--- config.mk ---
export PLATFORM = sky130hd
export DESIGN_NAME = float_packer_flat
export DESIGN_NICKNAME = d
export VERILOG_FILES = /design/src/rtl/cordic_pkg.sv /design/src/rtl/float_packer_if.sv /design/src/rtl/lzc32.sv /design/src/rtl/float_packer.sv /design/src/flat_wrapper.sv
export SDC_FILE = /design/constraint.sdc
export NUM_CORES = 1
export LEC_CHECK = 0
export CAP_MARGIN = 40
export CORE_MARGIN = 4
export CORE_UTILIZATION = 50
export DETAILED_ROUTE_END_ITERATION = 10
export DONT_BUFFER_PORTS = 1
export GPL_ROUTABILITY_DRIVEN = 1
export PLACE_DENSITY_LB_ADDON = 0.15
export SYNTH_ARGS = -nofsm -noshare
export SYNTH_HDL_FRONTEND = slang
export SYNTH_SLANG_ARGS = --single-unit
--- constraint.sdc ---
create_clock -name clk -period 3.75 [get_ports clk]
set_input_delay 0.9375 -clock clk [delete_from_list [all_inputs] [get_ports clk]]
set_output_delay 0.9375 -clock clk [all_outputs]
set_load 0.1 [all_outputs]
--- src/rtl/cordic_pkg.sv ---
// cordic_pkg: constants and types shared by the CORDIC float unpacker and
// float packer.
//   FP_EXP_W / FP_MANT_W / FP_BIAS : IEEE-754 single-precision field layout
//   FP_ZERO                        : +0.0 encoding
//   ieee_sp_t                      : packed {sign, exp, mant} view of a float
package cordic_pkg;

    localparam int FP_EXP_W  = 8;
    localparam int FP_MANT_W = 23;
    localparam int FP_BIAS   = 127;
    localparam logic [31:0] FP_ZERO = 32'h0;

    typedef struct packed {
        logic                 sign;
        logic [FP_EXP_W-1:0]  exp;
        logic [FP_MANT_W-1:0] mant;
    } ieee_sp_t;

endpackage

--- src/rtl/float_packer_if.sv ---
// float_packer_if: valid/ready streams into and out of the float packer.
//   in_valid / in_ready / in_data    : fixed-point input stream
//   out_valid / out_ready / out_data : IEEE-754 single output stream
//   slave  : the packer's view
//   master : the view of whatever drives the input and drains the output
interface float_packer_if;

    logic        in_valid;
    logic        in_ready;
    logic [31:0] in_data;
    logic        out_valid;
    logic        out_ready;
    logic [31:0] out_data;

    modport slave (
        input  in_valid, in_data, out_ready,
        output in_ready, out_valid, out_data
    );

    modport master (
        output in_valid, in_data, out_ready,
        input  in_ready, out_valid, out_data
    );

endinterface

--- src/rtl/lzc32.sv ---
// lzc32: combinational leading-one position encoder.
//   a    : 32-bit input word
//   p    : bit index of the most significant set bit (0 when a == 0)
//   zero : a == 0
module lzc32 (
    input  logic [31:0] a,
    output logic [4:0]  p,
    output logic        zero
);

    // Ascending scan, so the highest set bit is the last one written.
    always_comb begin
        p = 5'd0;
        for (int i = 0; i < 32; i++) begin
            if (a[i]) p = 5'(i);
        end
    end

    assign zero = ~|a;

endmodule

--- src/rtl/float_packer.sv ---
// float_packer: signed fixed-point (FRAC_BITS fractional bits) to IEEE-754
// single precision. Three-stage pipeline, one conversion per cycle, with a
// global stall when the output is held by the consumer.
//   clk     : rising-edge clock
//   reset_n : asynchronous active-low reset; flushes every in-flight item
//   bus     : float_packer_if.slave (input and output valid/ready streams)
// Build option: define PACKER_ROUND_NEAREST_EN for round-to-nearest-even;
// otherwise the magnitude is truncated toward zero.
module float_packer
    import cordic_pkg::*;
#(
    parameter int FRAC_BITS = 30
) (
    input  logic          clk,
    input  logic          reset_n,
    float_packer_if.slave bus
);

    localparam int STAGES = 3;

    logic [STAGES:1] vld_pipe;
    logic            stall;
    logic            adv;

    // Stage 1 state: sign / magnitude / zero.
    logic        s1_sign;
    logic        s1_zero;
    logic [31:0] s1_mag;

    // Stage 2 state: normalized magnitude and pre-rounding exponent.
    logic        s2_sign;
    logic        s2_zero;
    logic [31:0] s2_norm;
    logic [7:0]  s2_exp;

    ieee_sp_t    out_q;

    // Whole pipe freezes together while the consumer holds the output.
    assign stall        = vld_pipe[STAGES] & ~bus.out_ready;
    assign adv          = ~stall;
    assign bus.in_ready = ~stall;
    assign bus.out_valid = vld_pipe[STAGES];
    assign bus.out_data  = out_q;

    always_ff @(posedge clk or negedge reset_n) begin
        if (!reset_n) vld_pipe <= '0;
        else if (adv) vld_pipe <= {vld_pipe[STAGES-1:1], bus.in_valid};
    end

    // ---------------- stage 1 ----------------
    // Negation in 32-bit unsigned gives 2^31 for 32'h80000000, as wanted.
    logic [31:0] mag_c;
    assign mag_c = bus.in_data[31] ? (~bus.in_data + 32'd1) : bus.in_data;

    always_ff @(posedge clk or negedge reset_n) begin
        if (!reset_n) begin
            s1_sign <= 1'b0;
            s1_zero <= 1'b0;
            s1_mag  <= '0;
        end else if (adv) begin
            s1_sign <= bus.in_data[31];
            s1_zero <= (bus.in_data == 32'd0);
            s1_mag  <= mag_c;
        end
    end

    // ---------------- stage 2 ----------------
    logic [4:0]  lead_p;
    logic        lzc_zero_unused;
    logic [31:0] norm_c;
    logic [7:0]  exp_pre_c;

    lzc32 u_lzc (
        .a    (s1_mag),
        .p    (lead_p),
        .zero (lzc_zero_unused)
    );

    assign norm_c    = s1_mag << (5'd31 - lead_p);
    // 127 + p - FRAC_BITS stays within 96..158 for every legal FRAC_BITS.
    assign exp_pre_c = 8'(FP_BIAS + int'(lead_p) - FRAC_BITS);

    always_ff @(posedge clk or negedge reset_n) begin
        if (!reset_n) begin
            s2_sign <= 1'b0;
            s2_zero <= 1'b0;
            s2_norm <= '0;
            s2_exp  <= '0;
        end else if (adv) begin
            s2_sign <= s1_sign;
            s2_zero <= s1_zero;
            s2_norm <= norm_c;
            s2_exp  <= exp_pre_c;
        end
    end

    // ---------------- stage 3 ----------------
    logic [FP_MANT_W-1:0] mant_c;
    logic [FP_EXP_W-1:0]  exp_c;
    ieee_sp_t             res_c;

`ifdef PACKER_ROUND_NEAREST_EN
    logic        guard_c;
    logic        sticky_c;
    logic        rnd_up_c;
    logic [23:0] mant_sum_c;

    assign guard_c    = s2_norm[7];
    assign sticky_c   = |s2_norm[6:0];
    assign rnd_up_c   = guard_c & (sticky_c | s2_norm[8]);
    assign mant_sum_c = {1'b0, s2_norm[30:8]} + {23'd0, rnd_up_c};

    // A carry out of the mantissa leaves all 23 low sum bits zero, so only
    // the exponent needs adjusting.
    always_comb begin
        mant_c = mant_sum_c[22:0];
        exp_c  = s2_exp;
        if (mant_sum_c[23]) exp_c = s2_exp + 8'd1;
    end

    logic unused_bits;
    assign unused_bits = &{1'b0, s2_norm[31], lzc_zero_unused};
`else
    always_comb begin
        mant_c = s2_norm[30:8];
        exp_c  = s2_exp;
    end

    logic unused_bits;
    assign unused_bits = &{1'b0, s2_norm[31], s2_norm[7:0], lzc_zero_unused};
`endif

    // Zero never carries the input sign: always +0.
    always_comb begin
        res_c = ieee_sp_t'({s2_sign, exp_c, mant_c});
        if (s2_zero) res_c = ieee_sp_t'(FP_ZERO);
    end

    // Bubbles leave the last result in place; out_valid says whether it counts.
    always_ff @(posedge clk or negedge reset_n) begin
        if (!reset_n)                  out_q <= ieee_sp_t'(FP_ZERO);
        else if (adv && vld_pipe[2])   out_q <= res_c;
    end

endmodule

--- src/flat_wrapper.sv ---
// flat-port wrapper written by rule: the top's interface ports become plain ports
module float_packer_flat import cordic_pkg::*;
#(
    parameter int FRAC_BITS = 30
)
  (clk, reset_n, bus_in_valid, bus_in_data, bus_out_ready, bus_in_ready, bus_out_valid, bus_out_data);
  float_packer_if bus_i ();
  input  logic clk;
  input  logic reset_n;
  input wire logic [$bits(bus_i.in_valid)-1:0] bus_in_valid;
  input wire logic [$bits(bus_i.in_data)-1:0] bus_in_data;
  input wire logic [$bits(bus_i.out_ready)-1:0] bus_out_ready;
  output wire logic [$bits(bus_i.in_ready)-1:0] bus_in_ready;
  output wire logic [$bits(bus_i.out_valid)-1:0] bus_out_valid;
  output wire logic [$bits(bus_i.out_data)-1:0] bus_out_data;
  assign bus_i.in_valid = bus_in_valid;
  assign bus_i.in_data = bus_in_data;
  assign bus_i.out_ready = bus_out_ready;
  assign bus_in_ready = bus_i.in_ready;
  assign bus_out_valid = bus_i.out_valid;
  assign bus_out_data = bus_i.out_data;
  float_packer #(.FRAC_BITS(FRAC_BITS)) u_core (.clk(clk), .reset_n(reset_n), .bus(bus_i));
endmodule
**Yosys cells after proc, flatten, opt, wreduce, memory -nomap -nowiden**

Cells that the tools add are included.

- Reduce and logical (&&, ||, !) cells: 2
- Shift operators: 1
- Div/mod/pow operators: 0
- Equal/unequal tests: 0
- $mul: 0
- $add $sub $neg: 4
- Muxes and demuxes: 33
- Bitwise logic cells: 4
- Magnitude comparators: 0

Operators with widths:

| operator | count |
|---|---|
| 2-to-1 mux 5 bit | 30 |
| 2-to-1 mux 32 bit | 2 |
| adder 32 x 1 -> 32 bit (second input constant) | 1 |
| zero test 32 bit | 1 |
| inverter 32 bit | 1 |
| << shifter 32 x 5 -> 31 bit | 1 |
| adder 7 x 5 -> 8 bit (first input constant) | 1 |
| subtractor 8 x 6 -> 8 bit (second input constant) | 1 |
| subtractor 5 bit (first input constant) | 1 |
| inverter 1 bit | 2 |
| bitwise AND 1 bit | 1 |
| logical AND 1 bit | 1 |
| 2-to-1 mux 1 bit | 1 |

- Register bits: 110
- Logic and storage cells: 55
- Bits in latches: 0
- Memories kept: 0
- Memory bits (read-only): 0
- Output and inout bits: 34
- RAM bits: 0

**Depth between registers and ports, before layout**

- Depth in word-level cells: 33
- Mapped depth: 13

**Hierarchy**

A second synthesis with hierarchy kept.

- Cells, all modules: 700
- Area total of the unflattened synthesis: 6456.2 um^2

Modules (own cells, without submodules):

| module | area an instance (um^2) | cells each | instances |
|---|---|---|---|
| float_packer | 6122.1 | 635 | 1 |
| lzc32 | 334.1 | 65 | 1 |

**Worst setup path before layout**

OpenSTA, ideal clock, no wires.

- Path type: input -> register
- Start: input bus_in_data[4]
- End: register u_core.s1_mag[30]
- Library setup time: 127 ps
- Data arrival time: 3488 ps
- Buffers on the path: 0
- Slack: 135 ps
- Stages: 9
- Path through: or3_4 -> nand4bb_4 -> or4_4 -> or3_4 -> or4_4 -> or2_4 -> o31ai_4 -> xor2_1 -> o21ai_1

- Cells in the longest elaborated chain, start to end: 3

RTL lines:

| item | line | RTL |
|---|---|---|
| from (decl) | flat_wrapper.sv:11 | `input wire logic [$bits(bus_i.in_data)-1:0] bus_in_data;` |
| inverter 32 bit | float_packer.sv:53 | `assign mag_c = bus.in_data[31] ? (~bus.in_data + 32'd1) : bus.in_data;` |
| adder 32 x 1 -> 32 bit | float_packer.sv:53 |  |
| 2-to-1 mux 32 bit | float_packer.sv:53 |  |
| to (signal assigned) | float_packer.sv:63 | `s1_mag <= mag_c;` |
| to (decl) | float_packer.sv:28 | `logic [31:0] s1_mag;` |

Every way passes these cells.
A chain may end at the register's enable or synchronous reset.

**Worst setup path after layout**

- Start: register u_core.s1_mag[20]
- End: register u_core.s2_norm[29]

- Cells in the longest elaborated chain, start to end: 14

RTL lines:

| item | line | RTL |
|---|---|---|
| 2-to-1 mux 5 bit (12 in series) | lzc32.sv:15 | `if (a[i]) p = 5'(i);` |
| subtractor 5 bit | float_packer.sv:79 | `assign norm_c = s1_mag << (5'd31 - lead_p);` |
| << shifter 32 x 5 -> 31 bit * | float_packer.sv:79 |  |
| to (signal assigned) | float_packer.sv:92 | `s2_norm <= norm_c;` |
| to (decl) | float_packer.sv:33 | `logic [31:0] s2_norm;` |

Mark *: on every way between the ends. The rest lies on a longest branch, timed or not.

==> impl_results.md <==
- P&R area growth vs syn: 12.9%
- Multiplexer share of the synthesized area: 0.125
- DRT iter0 DRCs: 438
- Layout cells sized above 1: 0.121
- Number of global-route vias before repair: 5259
- CTS max path bufs: 2
- Nets: 777
- Worst min-delay path class: in -> async
- Layout Cells excl Fill: 916
- CTS Root Cell: clkbuf_16
- Global placer's final weighted congestion: 0.896
- Ratio of final minimum period to clock period: 0.905
- H-tree Lvls: 3
- Yosys reg bits: 102
- Post-layout util: 0.583
- Synth Flop Type: dfrtp_1
- # DRC: 0
- Slew @ Worst Pin: 0.906 ns
- GR Overflow Total: 0
- Io pins: 70
- Die ar.: 15000 um2
- Pins Over Slew Limit: 0
- Crit-path max cell delay: 0.61 ns
- Post-CTS Setup Bufs: 0
- Clock-pin slew on the worst setup and hold paths: 0.07 ns
- Worst-Skew Late Latency: 0.35 ns
- Post-CTS Hold Buffers: 0
- CTS tree: built
- Clock sink count: 102
- Antenna violations before repair: 0
- Clock Skew: 0.00706 ns
- Final hold viol count: 0
- Wirelength per Cell: 17.4 um
- Synth Area in Adders: 0.00381
- Drt pass-1 iters: 5
- Final setup violation count: 0
- Slowest CP cell: nor4_1
- Cells after Synth: 746
- # port buffers: 0
- Hpwl dp: 12000 um
- LEAKAGE: 3.22 nW
- Initial Util: 0.517
- Asr flop ratio synth: 1.00
- PD cells: 921 nW/um2
- Critical path required time: 3.99 ns
- Sequential share of the synthesized area: 0.388
- Highest Clock Rate: 295 MHz
- Total global-route track usage: 0.223
- Area leader, netlist: dfrtp_1
- Post-CTS Resized: 0
- Distinct cells, synth: 64
- Most frequent cells in the layout: 124 x nand2_1, 102 x dfrtp_1, 92 x o21ai_0, 62 x mux2i_1, 43 x nor2_1
- Worst-path fanout max: 24
- Worst slack, placed: 0.00340 ns
- Placed Instances: 899
- Top cell type's share of synthesized area: 0.388
- Number of diodes: 0
- Post-Syn Nets: 784
- Crit. End Element: flip-flop
- RSZ-0062 raised after global routing: false
- Final Critical Period: 3.39 ns
- TritonCTS Buffers: 9
- Number of max-cap violations: 0
- Largest net degree at the start of global routing: 103
- CP startpoint kind: flip-flop
- Chip Width: 123 um
- Buf+Inv Stages, Crit Path: 1
- Setup_tns: 0 ns
- Critical path cell sequence: nor4_1 > o211ai_1 > a21oi_1 > buf_12 > mux2_2 > and2_1 > a211oi_1 > o21ai_0 > o311a_1 > a221o_1
- WS Path Type: reg -> reg
- Final WL: 15900 um
- Status: finished clean
- CP delay by family, top: compound AO/OA/AOI/OAI gates
- Most common cell after layout, fill and taps aside: nand2_1
- Synth Area in XOR/XNOR: 0.0413
- Compound-gate portion of the synthesized area: 0.193
- Simple-gate share of the synthesized area: 0.204
- Num rows: 41
- Global-route wire length before repair: 26600 um
- Setup WS post-layout: 0.356 ns
- Avg Inst Size Synth: 8.81 um2
- Die height: 123 um
- Critical path data arrival time: 3.63 ns
- Top cells by area, synth: dfrtp_1 39%, mux2i_1 9.4%, nand2_1 7.1%
- Layout fillers: 1173
- Via density: 5.82
- Via count: 5331
- Worst VDD drop: 0.000304 V
- Core Region: 12700 um2
- Post-synth EDFFs: 0
- Yosys warns: 0
- Slew headroom: 0.396
- Largest family of logic cells by synthesized area: simple AND/OR/NAND/NOR gates
- Post-DRT Antenna Nets: 0
- Post-Synthesis Cell Area: 6570 um2
-- report_power, final --
group	switching (mW)	internal (mW)	total [mW]
clock network	0.440	0.465	0.905
registers	1.10	1.51	2.61
logic	1.91	1.40	3.31
total	3.45	3.38	6.83
-- cell usage after synthesis, types with 8 or more instances --
master and instances:
a21oi_1 23, buf_1 8, buf_2 9, clkbuf_1 39, dfrtp_1 102, mux2_2 8
mux2i_1 62, nand2_1 125, nand2b_1 40, nor2_1 43, nor4_1 10, o21ai_0 92
o31ai_1 12, or4_1 8, xor2_1 28
-- cell type report --
class | count | area (um2) | share of cell area
Clock inverter | 7 | 62.6 | 0.00843
Tap cell | 172 | 215 | 0.0290
Clock buffer | 9 | 225 | 0.0304
Inverter | 7 | 26.3 | 0.00354
Timing Repair Buffer | 42 | 597 | 0.0805
Multi-Input combinational cell | 577 | 3740 | 0.504
Sequential cell | 102 | 2550 | 0.344
-- final timing paths --
path	startpoint	endpoint	slack (ns)	cells past startpoint
worst max-delay path	u_core.s1_mag[20]	u_core.s2_norm[29]	0.36	10
worst min-delay path	reset_n	u_core.bus.out_data[0]	0.28	0
worst max register to register	u_core.s1_mag[20]	u_core.s2_norm[29]	0.36	10
worst min register to register	u_core.vld_pipe[1]	u_core.vld_pipe[1]	0.47	2
max in group asynchronous	reset_n	u_core.s1_mag[12]	3.36	0
min in group clk	u_core.vld_pipe[1]	u_core.vld_pipe[1]	0.47	2
-- sequential cells by signal (all words and copies together), names as in the netlist --
register / cells
u_core.bus.out_data: 32
u_core.s1_mag: 32
u_core.exp_c: 8
u_core.s2_norm: 23
u_core.s1_zero: 1
u_core.s2_sign: 1
u_core.vld_pipe: 3
u_core.s2_zero: 1
u_core.s1_sign: 1
-- worst register-to-register path, stage by stage (launching register included) --
cell and delay (ns):
dfrtp_1 0.38, nor4_1 0.61, o211ai_1 0.36, a21oi_1 0.32, buf_12 0.21, mux2_2 0.36
and2_1 0.17, a211oi_1 0.21, o21ai_0 0.11, o311a_1 0.19, a221o_1 0.34
-- cells by family (layout without fill, tap and decap cells) --
family	Yosys count	count (layout)
DFF	102	102
and+or+nand+nor	270	270
xor gates and xnor gates	31	31
muxes	75	75
buffers and inverters	67	65
AOI/OAI and AO/OA	199	199
adders and majority gates	2	2
-- per-layer routing --
metal | GRT usage | vias to the layer above | share of wire
met5 | 0 | - | 0
met4 | 0.0896 | 0 | 0.026
met3 | 0.0364 | 23 | 0.045
met2 | 0.346 | 134 | 0.45
met1 | 0.312 | 2500 | 0.47
li1 | - | 2674 | -
-- stage by stage --
step,power (mW),hold WS [ns],area (um2)
after global placement,5.45,0.450,6770
after global routing,7.24,0.253,7420
after CTS,6.82,0.262,7390
final,6.83,0.278,7420
after floorplan,4.83,0.438,6570
after detailed placement,5.91,0.458,7100
(Power assumes the default switching activity.)
